**src/rtl/conv_pkg.sv**
```systemverilog
`default_nettype none
// +------------------------------------------------------------------+
// | conv_pkg : shared types and constants for the conv scheduler      |
// | rev 1.0                                                           |
// +------------------------------------------------------------------+
package conv_pkg;

    localparam int ANS_W     = 32;
    localparam int PIXEL_W   = 8;
    localparam int PIXEL_MAX = 255;

    typedef enum logic [2:0] {
        ST_IDLE    = 3'd0,
        ST_FETCH   = 3'd1,
        ST_LOAD    = 3'd2,
        ST_COMPUTE = 3'd3,
        ST_CAPTURE = 3'd4,
        ST_OUTPUT  = 3'd5,
        ST_DONE    = 3'd6
    } conv_sched_state_t;

endpackage
`default_nettype wire

```
**src/rtl/conv_window_scheduler_if.sv**
```systemverilog
`default_nettype none
// +------------------------------------------------------------------+
// | conv_window_scheduler_if : window request, datapath and pixel bus |
// | rev 1.0                                                           |
// +------------------------------------------------------------------+
interface conv_window_scheduler_if #(
    parameter int CW = 10
) ();
    import conv_pkg::*;

    logic                    win_req;
    logic [CW-1:0]           win_x;
    logic [CW-1:0]           win_y;
    logic                    win_ack;
    logic                    conv_load;
    logic signed [ANS_W-1:0] conv_ans;
    logic                    out_valid;
    logic                    out_ready;
    logic [PIXEL_W-1:0]      out_data;
    logic [CW-1:0]           out_x;
    logic [CW-1:0]           out_y;

    modport master (
        output win_req, win_x, win_y, conv_load, out_valid, out_data, out_x, out_y,
        input  win_ack, conv_ans, out_ready
    );

    modport slave (
        input  win_req, win_x, win_y, conv_load, out_valid, out_data, out_x, out_y,
        output win_ack, conv_ans, out_ready
    );

endinterface
`default_nettype wire

```
**src/rtl/conv_window_scheduler_sat_clip.sv**
```systemverilog
`default_nettype none
// +------------------------------------------------------------------+
// | sat_clip : signed result -> arithmetic shift -> clip to 0..255    |
// | rev 1.0                                                           |
// +------------------------------------------------------------------+
module sat_clip
    import conv_pkg::*;
#(
    parameter int SHIFT = 0,
    parameter int ANS_W = 32
) (
    input  logic signed [ANS_W-1:0] ans_i,
    output logic [PIXEL_W-1:0]      pix_o
);

    logic signed [ANS_W-1:0] w_shifted;

    assign w_shifted = ans_i >>> SHIFT;

    // Any set bit above the pixel field on a positive value means > PIXEL_MAX.
    always_comb begin
        pix_o = w_shifted[PIXEL_W-1:0];
        if (w_shifted[ANS_W-1]) begin
            pix_o = '0;
        end else if (|w_shifted[ANS_W-2:PIXEL_W]) begin
            pix_o = PIXEL_W'(PIXEL_MAX);
        end
    end

endmodule
`default_nettype wire

```
**src/rtl/conv_window_scheduler.sv**
```systemverilog
`default_nettype none
// +------------------------------------------------------------------+
// | conv_window_scheduler : raster-walks valid windows, drives the    |
// | conv datapath and streams clipped pixels.              rev 1.0    |
// +------------------------------------------------------------------+
module conv_window_scheduler
    import conv_pkg::*;
#(
    parameter int IMG_W       = 640,
    parameter int IMG_H       = 480,
    parameter int KERNEL_SIZE = 3,
    parameter int SHIFT       = 0,
    parameter int CW          = $clog2((IMG_W > IMG_H) ? IMG_W : IMG_H)
) (
    input  logic                    clk,
    input  logic                    reset_n,
    input  logic                    start,
    output logic                    busy,
    output logic                    done,
    conv_window_scheduler_if.master bus
);

    localparam logic [CW-1:0] X_LAST = CW'(IMG_W - KERNEL_SIZE);
    localparam logic [CW-1:0] Y_LAST = CW'(IMG_H - KERNEL_SIZE);

    conv_sched_state_t  state_q;
    logic               busy_q;
    logic               done_q;
    logic               win_req_q;
    logic               conv_load_q;
    logic               out_valid_q;
    logic [CW-1:0]      x_q;
    logic [CW-1:0]      y_q;
    logic [CW-1:0]      out_x_q;
    logic [CW-1:0]      out_y_q;
    logic [PIXEL_W-1:0] out_data_q;
    logic [PIXEL_W-1:0] pix_d;

    sat_clip #(
        .SHIFT (SHIFT),
        .ANS_W (ANS_W)
    ) u_sat_clip (
        .ans_i (bus.conv_ans),
        .pix_o (pix_d)
    );

    // Every output is a register set on the transition into the state that owns it.
    always_ff @(posedge clk or negedge reset_n) begin
        if (!reset_n) begin
            state_q     <= ST_IDLE;
            busy_q      <= 1'b0;
            done_q      <= 1'b0;
            win_req_q   <= 1'b0;
            conv_load_q <= 1'b0;
            out_valid_q <= 1'b0;
            x_q         <= '0;
            y_q         <= '0;
            out_x_q     <= '0;
            out_y_q     <= '0;
            out_data_q  <= '0;
        end else begin
            win_req_q   <= 1'b0;
            conv_load_q <= 1'b0;
            done_q      <= 1'b0;
            case (state_q)
                ST_IDLE: begin
                    if (start) begin
                        state_q   <= ST_FETCH;
                        busy_q    <= 1'b1;
                        win_req_q <= 1'b1;
                        x_q       <= '0;
                        y_q       <= '0;
                    end
                end
                ST_FETCH: begin
                    if (bus.win_ack) begin
                        state_q     <= ST_LOAD;
                        conv_load_q <= 1'b1;
                    end else begin
                        win_req_q <= 1'b1;
                    end
                end
                ST_LOAD: begin
                    state_q <= ST_COMPUTE;
                end
                ST_COMPUTE: begin
                    state_q <= ST_CAPTURE;
                end
                ST_CAPTURE: begin
                    state_q     <= ST_OUTPUT;
                    out_data_q  <= pix_d;
                    out_x_q     <= x_q;
                    out_y_q     <= y_q;
                    out_valid_q <= 1'b1;
                end
                ST_OUTPUT: begin
                    if (bus.out_ready) begin
                        out_valid_q <= 1'b0;
                        if (x_q == X_LAST && y_q == Y_LAST) begin
                            state_q <= ST_DONE;
                            busy_q  <= 1'b0;
                            done_q  <= 1'b1;
                        end else begin
                            state_q   <= ST_FETCH;
                            win_req_q <= 1'b1;
                            if (x_q == X_LAST) begin
                                x_q <= '0;
                                y_q <= y_q + CW'(1);
                            end else begin
                                x_q <= x_q + CW'(1);
                            end
                        end
                    end
                end
                ST_DONE: begin
                    state_q <= ST_IDLE;
                end
                default: begin
                    state_q <= ST_IDLE;
                end
            endcase
        end
    end

    assign busy          = busy_q;
    assign done          = done_q;
    assign bus.win_req   = win_req_q;
    assign bus.win_x     = x_q;
    assign bus.win_y     = y_q;
    assign bus.conv_load = conv_load_q;
    assign bus.out_valid = out_valid_q;
    assign bus.out_data  = out_data_q;
    assign bus.out_x     = out_x_q;
    assign bus.out_y     = out_y_q;

endmodule
`default_nettype wire
```
**src/flat_wrapper.sv**
```systemverilog
// flat-port wrapper written by rule: the top's interface ports become plain ports
module conv_window_scheduler_flat import conv_pkg::*;
#(
    parameter int IMG_W       = 640,
    parameter int IMG_H       = 480,
    parameter int KERNEL_SIZE = 3,
    parameter int SHIFT       = 0,
    parameter int CW          = $clog2((IMG_W > IMG_H) ? IMG_W : IMG_H)
)
  (clk, reset_n, start, busy, done, bus_win_req, bus_win_x, bus_win_y, bus_conv_load, bus_out_valid, bus_out_data, bus_out_x, bus_out_y, bus_win_ack, bus_conv_ans, bus_out_ready);
  conv_window_scheduler_if #(.CW(CW)) bus_i ();
  input  logic clk;
  input  logic reset_n;
  input  logic start;
  output logic busy;
  output logic done;
  output wire logic [$bits(bus_i.win_req)-1:0] bus_win_req;
  output wire logic [$bits(bus_i.win_x)-1:0] bus_win_x;
  output wire logic [$bits(bus_i.win_y)-1:0] bus_win_y;
  output wire logic [$bits(bus_i.conv_load)-1:0] bus_conv_load;
  output wire logic [$bits(bus_i.out_valid)-1:0] bus_out_valid;
  output wire logic [$bits(bus_i.out_data)-1:0] bus_out_data;
  output wire logic [$bits(bus_i.out_x)-1:0] bus_out_x;
  output wire logic [$bits(bus_i.out_y)-1:0] bus_out_y;
  input wire logic [$bits(bus_i.win_ack)-1:0] bus_win_ack;
  input wire logic [$bits(bus_i.conv_ans)-1:0] bus_conv_ans;
  input wire logic [$bits(bus_i.out_ready)-1:0] bus_out_ready;
  assign bus_win_req = bus_i.win_req;
  assign bus_win_x = bus_i.win_x;
  assign bus_win_y = bus_i.win_y;
  assign bus_conv_load = bus_i.conv_load;
  assign bus_out_valid = bus_i.out_valid;
  assign bus_out_data = bus_i.out_data;
  assign bus_out_x = bus_i.out_x;
  assign bus_out_y = bus_i.out_y;
  assign bus_i.win_ack = bus_win_ack;
  assign bus_i.conv_ans = bus_conv_ans;
  assign bus_i.out_ready = bus_out_ready;
  conv_window_scheduler #(.IMG_W(IMG_W), .IMG_H(IMG_H), .KERNEL_SIZE(KERNEL_SIZE), .SHIFT(SHIFT), .CW(CW)) u_core (.clk(clk), .reset_n(reset_n), .start(start), .busy(busy), .done(done), .bus(bus_i));
endmodule
```
**config.mk**
```make
export PLATFORM = sky130hd
export DESIGN_NAME = conv_window_scheduler_flat
export DESIGN_NICKNAME = d
export VERILOG_FILES = /design/src/rtl/conv_pkg.sv /design/src/rtl/conv_window_scheduler_if.sv /design/src/rtl/conv_window_scheduler_sat_clip.sv /design/src/rtl/conv_window_scheduler.sv /design/src/flat_wrapper.sv
export SDC_FILE = /design/constraint.sdc
export NUM_CORES = 1
export LEC_CHECK = 0
export CELL_PAD_IN_SITES_DETAIL_PLACEMENT = 2
export CELL_PAD_IN_SITES_GLOBAL_PLACEMENT = 2
export CORE_ASPECT_RATIO = 1.1
export CORE_UTILIZATION = 27
export CTS_BUF_LIST = sky130_fd_sc_hd__clkbuf_16
export DETAILED_ROUTE_END_ITERATION = 8
export PLACE_DENSITY = 0.82
export SYNTH_ARGS = -nofsm -noshare
export SYNTH_HDL_FRONTEND = slang
export SYNTH_SLANG_ARGS = --single-unit
```
**constraint.sdc**
```tcl
create_clock -name clk -period 2.2 [get_ports clk]
set_input_delay 0.44 -clock clk [delete_from_list [all_inputs] [get_ports clk]]
set_output_delay 0.44 -clock clk [all_outputs]
set_load 0.05 [all_outputs]
```
==> metrics.yaml <==
critical_path:
  crit_required_ps: 1760
  start_kind: "flip-flop"
  path_class: "flip-flop to output port"
  reg2reg_depth: 7
  critPathLaunch: "u_core.bus.win_x[2]$_DFFE_PN0P_"
  worstPathMaxFanout: 6
  r2r-start: "u_core.bus.win_x[1]$_DFFE_PN0P_"
  cp-end-kind: "output port"
  crit_arrival_ps: 1690
die:
  core.rowCount: 37
  coreArea_um2: 9440
  die_h_um: 106
  design.die.area_um2: 10200
  initial_core_util: 0.281
  die_w_um: 96.5
  pin_count: 90
finish:
  drive_gt1_frac: 0.139
  nets: 399
  final_cell_mix: "clkdlybuf4s50_1 (87), dfrtp_1 (54), nand2_1 (24)"
  regArea_um2: 1400
  multi_input_area_um2: 1180
  layout_commonest_cell: "clkdlybuf4s50_1"
  nFillCells: 1027
  utilization: 0.423
  areaGrowthSynthToFinish_pct: 50.5
  design_area_um2: 3990
  antenna_cells: 0
timing:
  fin_crit_sh: 0.967
  slew_violations: 0
  setup_viol: 0
  worst_slew_pin_slew_ps: 716
  relSlewSlack: 0.519
  period_needed_ps: 2130
  rsz0062_at_grt: "no"
  layout_setup_ws_ps: 73.5
  finalHoldViolCount: 0
  finClkSkew_ps: 13.2
  max_freq_ghz: 0.470
outcome:
  status: "finished, final reports clean"
global_route:
  track_usage: 0.181
  grt_pass1_vias: 2751
  grt_max_degree: 36
  grt.overflow.total: 0
  grt_pass1_wl_mm: 14.3
  antenna_found_initial: 0
synth:
  async_reset_ff_frac: 1.00
  yosys_most_used_dff: "dfrtp_1"
  synth-edff-count: 0
  synthTopCellsByArea: "dfrtp_1 (53%), mux2_2 (7.2%), o31ai_1 (4.8%), o21ai_0 (4.2%), nand2_1 (3.5%)"
  synth-compound-area-share: 0.167
  synth_top_area_cell: "dfrtp_1"
  netlist_area_um2: 2650
  seq_area_frac_synth: 0.529
  synth_top_family_by_area: "simple AND/OR/NAND/NOR gates"
  synthAdderAreaFrac: 0.0189
  synth-simple-area-share: 0.184
  syn-num-nets: 300
  synth_mux_area_frac: 0.0722
  synth-seq-cells: 56
  synthXorXnorAreaFrac: 0
  syn_area_per_cell_um2: 10.2
  yosysWarnings: 0
  synth_cell_types: 39
  synth_cells: 259
  synth_top_area_share: 0.529
power_and_ir_drop:
  power.density_nw_per_um2: 967
  ir_drop_mv: 0.406
  leakage_nw: 1.72
routing:
  post_drt_wl_per_cell_um: 18.4
  via_per_inst: 5.25
  drtAntennaViolNets: 0
  drc: 0
  drtIter0Drc: 74
  drt_wl_total_mm: 8.75
  routed-via-count: 2500
  drt_pass1_iterations: 4
job:
  drv_cap: 0
cts:
  numCtsBuffers: 5
  clockBufferDepth: 2
  clk_latency_ps: 300
  htreeDepth: 2
  clkTransAtPathRegs_ps: 80
  cts.sink_count: 56
  cts_tree: "done"
  ctsRootBufferMaster: "clkbuf_16"
place:
  place_ws_ps: -18.3
  place_congestion: 0.801
  placed_area_um2: 3770
  portBuffers: 89
  dp_hpwl_mm: 6.43
min_path:
  hold_class: "primary input to async pin"
worst max-delay path, cell delays in order (launching register included):
cell and delay, ps:
dfrtp_1 420, buf_4 170, clkdlybuf4s50_1 800
cell usage after synthesis (2+ instances only):
| cell | instances |
|---|---|
| o21ai_0 | 22 |
| a21oi_1 | 6 |
| nor3_1 | 4 |
| ha_1 | 4 |
| and2_1 | 2 |
| nand3_1 | 12 |
| nor2_1 | 22 |
| mux2_2 | 17 |
| clkbuf_1 | 10 |
| o21ai_1 | 7 |
| nor4_1 | 6 |
| nand4_1 | 5 |
| a41oi_1 | 3 |
| nor2b_1 | 3 |
| dfrtp_1 | 56 |
| a31oi_1 | 6 |
| inv_1 | 6 |
| buf_1 | 2 |
| and3_1 | 4 |
| and4_1 | 3 |
| o31ai_1 | 17 |
| nand2_1 | 25 |
cell families after synthesis:
kind of cell,count (synthesis)
buf+inv,19
simple gates,95
compound gates,68
flops,56
fa+ha+maj,4
mux,17
registers in the layout (all words and copies together) (netlist names):
name / cells
u_core.bus.conv_load: 1
u_core.bus.out_data: 8
u_core.bus.out_valid: 1
u_core.bus.out_x: 10
u_core.bus.out_y: 10
u_core.bus.win_req: 1
u_core.bus.win_x: 10
u_core.bus.win_y: 10
u_core.busy: 1
u_core.done: 1
u_core.state_q: 3
through the flow:
stage / power, mW / cells / TNS (ps) / hold WS [ps]
floorplan: 2.21 / 259 / 0 / 144
global placement: 2.75 / 467 / 0 / 460
detailed placement: 2.81 / 467 / -46.0 / 467
CTS: 3.91 / 476 / 0 / 189
global route: 4.05 / 476 / 0 / 205
finish: 3.86 / 476 / 0 / 165
worst paths after layout:
path                                                 endpoint  slack (ps)
max reg2reg                   u_core.bus.win_x[3]$_DFFE_PN0P_         120
max in group asynchronous     u_core.bus.win_x[9]$_DFFE_PN0P_        1420
max                                              bus_win_x[2]          70
min                           u_core.bus.out_y[7]$_DFFE_PN0P_         160
min reg2reg                u_core.bus.out_data[6]$_DFFE_PN0P_         480
min in group clk           u_core.bus.out_data[6]$_DFFE_PN0P_         480
metal layers:
metal / GRT usage / routed length (µm) / share of wire
met5: 0 / 0 / 0
met4: 0.0347 / 76 / 0.0087
met3: 0.0236 / 215 / 0.025
met2: 0.320 / 4660 / 0.53
met1: 0.233 / 3790 / 0.43
report_power, final:
| group | internal (mW) | leakage, nW | total, mW | switching (mW) |
|---|---|---|---|---|
| registers | 1.18 | 0.749 | 1.29 | 0.109 |
| clock network | 0.658 | 0.0944 | 1.06 | 0.398 |
| logic | 0.558 | 0.879 | 1.51 | 0.957 |
| total | 2.40 | 1.72 | 3.86 | 1.46 |
timing repair:
| action | 4_1_cts | 5_1_grt |
|---|---|---|
| gates resized for setup | 1 | 1 |
| pin swaps | 1 | 1 |
| hold buffers | 0 | 0 |
| setup buffers | 1 | 0 |
| endpoints found under the setup margin | 5 | 2 |
area by class of cell:
cell class | count | area share
sequential | 56 | 0.352
tap | 117 | 0.0367
inverter | 6 | 0.00564
clock buffer | 5 | 0.0313
multi-input combinational | 184 | 0.295
timing repair buffer | 105 | 0.262
clock inverter | 3 | 0.0172
Note: power is estimated with default switching activity, not from simulation.
==> RTL edit 1: new RTL, config.mk and constraints unchanged <==
Encoding of `conv_sched_state_t`: now Gray code (3 bits for 7 states).
--- a/src/rtl/conv_pkg.sv
+++ b/src/rtl/conv_pkg.sv
@@ -10,13 +10,13 @@
     localparam int PIXEL_MAX = 255;
 
     typedef enum logic [2:0] {
-        ST_IDLE    = 3'd0,
-        ST_FETCH   = 3'd1,
-        ST_LOAD    = 3'd2,
-        ST_COMPUTE = 3'd3,
-        ST_CAPTURE = 3'd4,
-        ST_OUTPUT  = 3'd5,
-        ST_DONE    = 3'd6
+        ST_IDLE    = 3'b000,
+        ST_FETCH   = 3'b001,
+        ST_LOAD    = 3'b011,
+        ST_COMPUTE = 3'b010,
+        ST_CAPTURE = 3'b110,
+        ST_OUTPUT  = 3'b111,
+        ST_DONE    = 3'b101
     } conv_sched_state_t;
 
 endpackage
Check against the original RTL: same outputs for any inputs over 10 cycles, from zero or initial values and one cycle with reset_n low; not proved beyond that.
==> RTL edit 1 against the original RTL <==
Wire length decreased by 4.4%; sequential cell count stayed put; cell area down 1.6%; worst setup slack got worse by 10 ps; synthesized area fell by 0.52%; global-route usage decreased by 0.78 points; combinational power up 28%; final cell count down 1.3%; clock power decreased by 25%; total power is 7.5% higher; count of clock-buffer cells in the layout stayed put; synthesized cell count shrank 3.5%; clock skew is 8.8 ps lower.
==> RTL edit 1: results (changes against the original RTL) <==
| Metric | Value |
|---|---|
| Mux cell area share after synthesis | `7.685% (was 7.220%)` |
| Slew margin rel. | `64.62% (was 51.86%)` |
| CP startpoint | `u_core.bus.win_x[7]$_DFFE_PN0P_ (was u_core.bus.win_x[2]$_DFFE_PN0P_)` |
| Fin Clk Skew | `4.437 ps (was 13.24 ps)` |
| R2r endpoint | `u_core.bus.win_x[5]$_DFFE_PN0P_ (was u_core.bus.win_x[3]$_DFFE_PN0P_)` |
| Routability cong. | `0.7844 (was 0.8011)` |
| Worst Setup EP | `bus_win_x[7] (was bus_win_x[2])` |
| Proportion of layout cells with a drive suffix above 1 | `15.58% (was 13.93%)` |
| Post-synth net total | `291 (was 300)` |
| Status | `complete, no violations (unchanged)` |
| Sequential area share after synthesis | `53.13% (was 52.86%)` |
| Pin count of the biggest net entering global routing | `57 (was 36)` |
| Dpl cell area | `0.003775 mm² (was 0.003770 mm²)` |
| Total number of vias | `2391 (was 2500)` |
| Global-route wire length before repair | `13.53 mm (was 14.31 mm)` |
| Via density | `5.087 (was 5.252)` |
| Placed cells | `462 (was 467)` |
| Setup Fix Bufs, Post-CTS | `0 (was 1)` |
| Compound-Gate Fraction of Synth Area | `15.13% (was 16.66%)` |
| Largest fanout on the critical path | `8 (was 6)` |
| Post-detail-place hpwl | `6.085 mm (was 6.432 mm)` |
| DR WL/cell | `17.79 µm (was 18.37 µm)` |
| GRT Total Usage | `17.30% (was 18.08%)` |
| R2R depth | `9 (was 7)` |
| Maximum VDD drop | `407.6 µV (was 406.0 µV)` |
-- RTL edit 1: cell types whose count changed after synthesis, sizes merged, moves of 4 or more --
| cell | delta |
|---|---|
| a21oi | -4 |
| a31oi | -4 |
| nand4 | -5 |
| o21ai | -4 |
-- RTL edit 1: kinds of logic after synthesis --
kind of cell               count (synthesis)
AOI/OAI and AO/OA                         61
xor gates and xnor gates                   3
adders and majority gates                  4
buffers and inverters                     23
DFF                                       56
muxes                                     18
and+or+nand+nor                           85
-- RTL edit 1: area by class of cell --
class,instances,area [µm²]
clock buffers,5,125.1
clock inverters,3,18.77
fillers,1016,5518
inverters,9,33.78
multi-input cells,171,1151
flip-flops and latches,56,1403
well taps,117,146.4
repair buffers,109,1049
-- RTL edit 1: routing by layer --
metal | GRT usage (%) | vias to the layer above | routed length (µm)
li1 | - | 1107 | -
met1 | 20.20 | 1200 | 3414
met2 | 31.41 | 74 | 4303
met3 | 3.680 | 10 | 538
met4 | 4.264 | 0 | 104
met5 | 0 | - | 0
-- RTL edit 1: power groups by stage --
stage	combinational, W	clock [W]	sequential (W)
global route	0.00207	0.000851	0.00146
detailed placement	0.00195	0	0.00145
global placement	0.00189	0	0.00143
floorplan	0.000624	0	0.00199
CTS	0.00196	0.000815	0.00143
finish	0.00193	0.000793	0.00143
-- RTL edit 1: per-stage QoR --
step | hold WS (ps) | setup WS (ps) | power [W] | TNS (ps)
2_1_floorplan | 144.4 | 4.538 | 0.002617 | 0
3_3_place_gp | 458.9 | -102.9 | 0.003326 | -354.3
3_5_place_dp | 472.7 | -185.3 | 0.003401 | -1337
4_1_cts | 158.4 | 65.38 | 0.004210 | 0
5_1_grt | 171.8 | 12.03 | 0.004383 | 0
6_report | 144.1 | 63.25 | 0.004152 | 0
-- RTL edit 1: repair_timing --
| action | 4_1_cts | 5_1_grt |
|---|---|---|
| gates resized for setup | 0 | 1 |
| hold buffers | 0 | 0 |
| setup endpoints to repair | 0 | 1 |
-- RTL edit 1: worst min-delay path by stage --
stage / end / from
final: u_core.bus.out_y[0]$_DFFE_PN0P_ / reset_n
after global routing: u_core.done$_DFF_PN0_ / reset_n
after CTS: u_core.bus.conv_load$_DFF_PN0_ / reset_n
after detailed placement: u_core.bus.out_y[0]$_DFFE_PN0P_ / reset_n
after global placement: u_core.bus.out_data[3]$_DFFE_PN0P_ / u_core.bus.out_data[3]$_DFFE_PN0P_
after floorplan: asynchronous set/reset pin / reset_n
==> RTL edit 2: new RTL, config.mk and constraints unchanged <==
Made on the original files. The package constant `PIXEL_MAX` goes from 255 to 191.
--- a/src/rtl/conv_pkg.sv
+++ b/src/rtl/conv_pkg.sv
@@ -7,7 +7,7 @@
 
     localparam int ANS_W     = 32;
     localparam int PIXEL_W   = 8;
-    localparam int PIXEL_MAX = 255;
+    localparam int PIXEL_MAX = 191;
 
     typedef enum logic [2:0] {
         ST_IDLE    = 3'd0,
Check against the original RTL: not equivalent (a bounded check fails within 10 cycles, from zero or initial values and one cycle with reset_n low).
==> RTL edit 2 against the original RTL <==
Total power decreased by 8.7%; maximum frequency is 1.1% lower; sequential share of layout area up 0.32 points; clock skew down 3.6 ps; count of clock-buffer cells in the layout unchanged; worst setup slack worse by 24 ps; synthesized area fell by 0.14%; hold slack worse by 130 ps; cell area shrank 0.91%; sequential cell count unchanged; wire length is 6.8% higher; highest routed layer unchanged.
==> RTL edit 2: results (changes against the original RTL) <==
| Metric | Value |
|---|---|
| Initial antenna violation count | `0 (unchanged)` |
| Ranking of synthesized cells by area | `dfrtp_1, nand2_1, o21ai_0 (was dfrtp_1, mux2_2, o31ai_1)` |
| Number of fill cells | `1050 (was 1027)` |
| M2 GR Usage | `33.84% (was 32.04%)` |
| Total number of vias | `2674 (was 2500)` |
| Setup crit end kind | `flip-flop (was primary output)` |
| Slew margin rel. | `47.12% (was 51.86%)` |
| TritonCTS buffer count | `5 (unchanged)` |
| Fin Clk Skew | `9.611 ps (was 13.24 ps)` |
| Global-route wire length before repair | `15.57 mm (was 14.31 mm)` |
| R2r endpoint | `u_core.bus.win_x[3]$_DFFE_PN0P_ (unchanged)` |
| Synth Area in Adders | `1.890% (was 1.888%)` |
| Compound-Gate Fraction of Synth Area | `15.93% (was 16.66%)` |
| Vias in the first global route | `3024 (was 2751)` |
| Mux cell area share after synthesis | `0% (was 7.220%)` |
| Status | `complete, no violations (unchanged)` |
| Drt first pass iters | `4 (unchanged)` |
| Maximum VDD drop | `374.8 µV (was 406.0 µV)` |
| Commonest cells in the netlist | `nand2_1, dfrtp_1, o21ai_0, nor2_1, nand3_1 (was dfrtp_1, nand2_1, nor2_1, o21ai_0)` |
| GRT Total Usage | `19.56% (was 18.08%)` |
| Sequential area share after synthesis | `52.93% (was 52.86%)` |
| DR WL/cell | `18.18 µm (was 18.37 µm)` |
| Fin nets | `437 (was 399)` |
| WP data arrival | `2300 ps (was 1690 ps)` |
| GR Util met3 | `3.896% (was 2.361%)` |
| Post-detail-place hpwl | `6.812 mm (was 6.432 mm)` |
| R2R Setup Slk | `50 ps (was 120 ps)` |
| Post-synth net total | `336 (was 300)` |
| P_leak | `1.736 nW (was 1.722 nW)` |
| Dpl cell area | `0.003771 mm² (was 0.003770 mm²)` |
| Proportion of layout cells with a drive suffix above 1 | `8.564% (was 13.93%)` |
| Pin count of the biggest net entering global routing | `29 (was 36)` |
| Routability cong. | `0.7814 (was 0.8011)` |
| Internal power | `0.002100 W (was 0.002396 W)` |
| GR Layer Usage met1 | `24.76% (was 23.26%)` |
| DR iter-0 viols | `139 (was 74)` |
[RTL edit 2: metrics by stage]
step	setup WS, ps	util (%)	hold WS [ps]	std cells	TNS, ps
2_1_floorplan	32.57	-	144.4	295	0
3_3_place_gp	-2.420	39.93	353.1	504	-2.420
3_5_place_dp	-179.2	39.93	362.3	504	-633.2
4_1_cts	2.749	41.39	48.59	512	0
5_1_grt	-47.74	41.88	61.25	514	-50.64
6_report	49.92	41.88	39.49	514	0
[RTL edit 2: repair_timing]
action,4_1_cts,5_1_grt
endpoints found under the setup margin,0,22
setup buffers,0,2
gates resized for setup,0,4
[RTL edit 2: worst max-delay path, stage by stage (launching register included)]
cell	delay (ps)
dfrtp_2	410
inv_1	70
ha_1	150
nand4bb_1	210
or3_4	440
o31a_1	390
a41oi_1	260
a21oi_1	80
[RTL edit 2: logic make-up (layout without fill, tap and decap cells)]
family / after synthesis / after routing
AO/OA/AOI/OAI: 68 / 68
buffers and inverters: 19 / 121
adder cells (fa/ha/maj): 4 / 4
AND/OR/NAND/NOR: 148 / 148
flip-flops: 56 / 56
[RTL edit 2: how the worst max path moves through the flow]
| stage | from | cells past startpoint | endpoint | slack (ps) |
|---|---|---|---|---|
| 4_1_cts | u_core.bus.win_x[1]$_DFFE_PN0P_ | 7 | u_core.bus.win_x[7]$_DFFE_PN0P_ | 3 |
| 3_5_place_dp | start | 6 | u_core.bus.win_x[6]$_DFFE_PN0P_ | -180 |
| 3_3_place_gp | start | 6 | u_core.bus.win_x[3]$_DFFE_PN0P_ | -2 |
| 2_1_floorplan | u_core.bus.win_x[4]$_DFFE_PN0P_ | 6 | u_core.bus.win_x[3]$_DFFE_PN0P_ | 30 |
| 5_1_grt | u_core.bus.win_x[1]$_DFFE_PN0P_ | 7 | u_core.bus.win_x[3]$_DFFE_PN0P_ | -50 |
| 6_report | u_core.bus.win_x[1]$_DFFE_PN0P_ | 7 | u_core.bus.win_x[3]$_DFFE_PN0P_ | 50 |
[RTL edit 2: cell type report]
cell class	count	area share [%]
Timing Repair Buffer	107	26.76
Clock buffer	5	3.164
Tap cell	117	3.701
Clock inverter	3	0.3164
Sequential cell	56	35.50
Multi-Input combinational cell	220	29.99
Inverter	6	0.5694
[RTL edit 2: routing by layer]
metal	up-vias	wire (µm)
met5	-	0
met4	0	94
met3	6	444
met2	76	4863
met1	1352	3940
li1	1240	-
[RTL edit 2: power by group through the flow]
stage	combinational, W	sequential, W	clock (W)
detailed placement	0.00142	0.00132	0
global route	0.00157	0.00133	0.000829
global placement	0.00137	0.00131	0
CTS	0.00143	0.00130	0.000796
finish	0.00145	0.00130	0.000769
floorplan	0.000456	0.00169	0
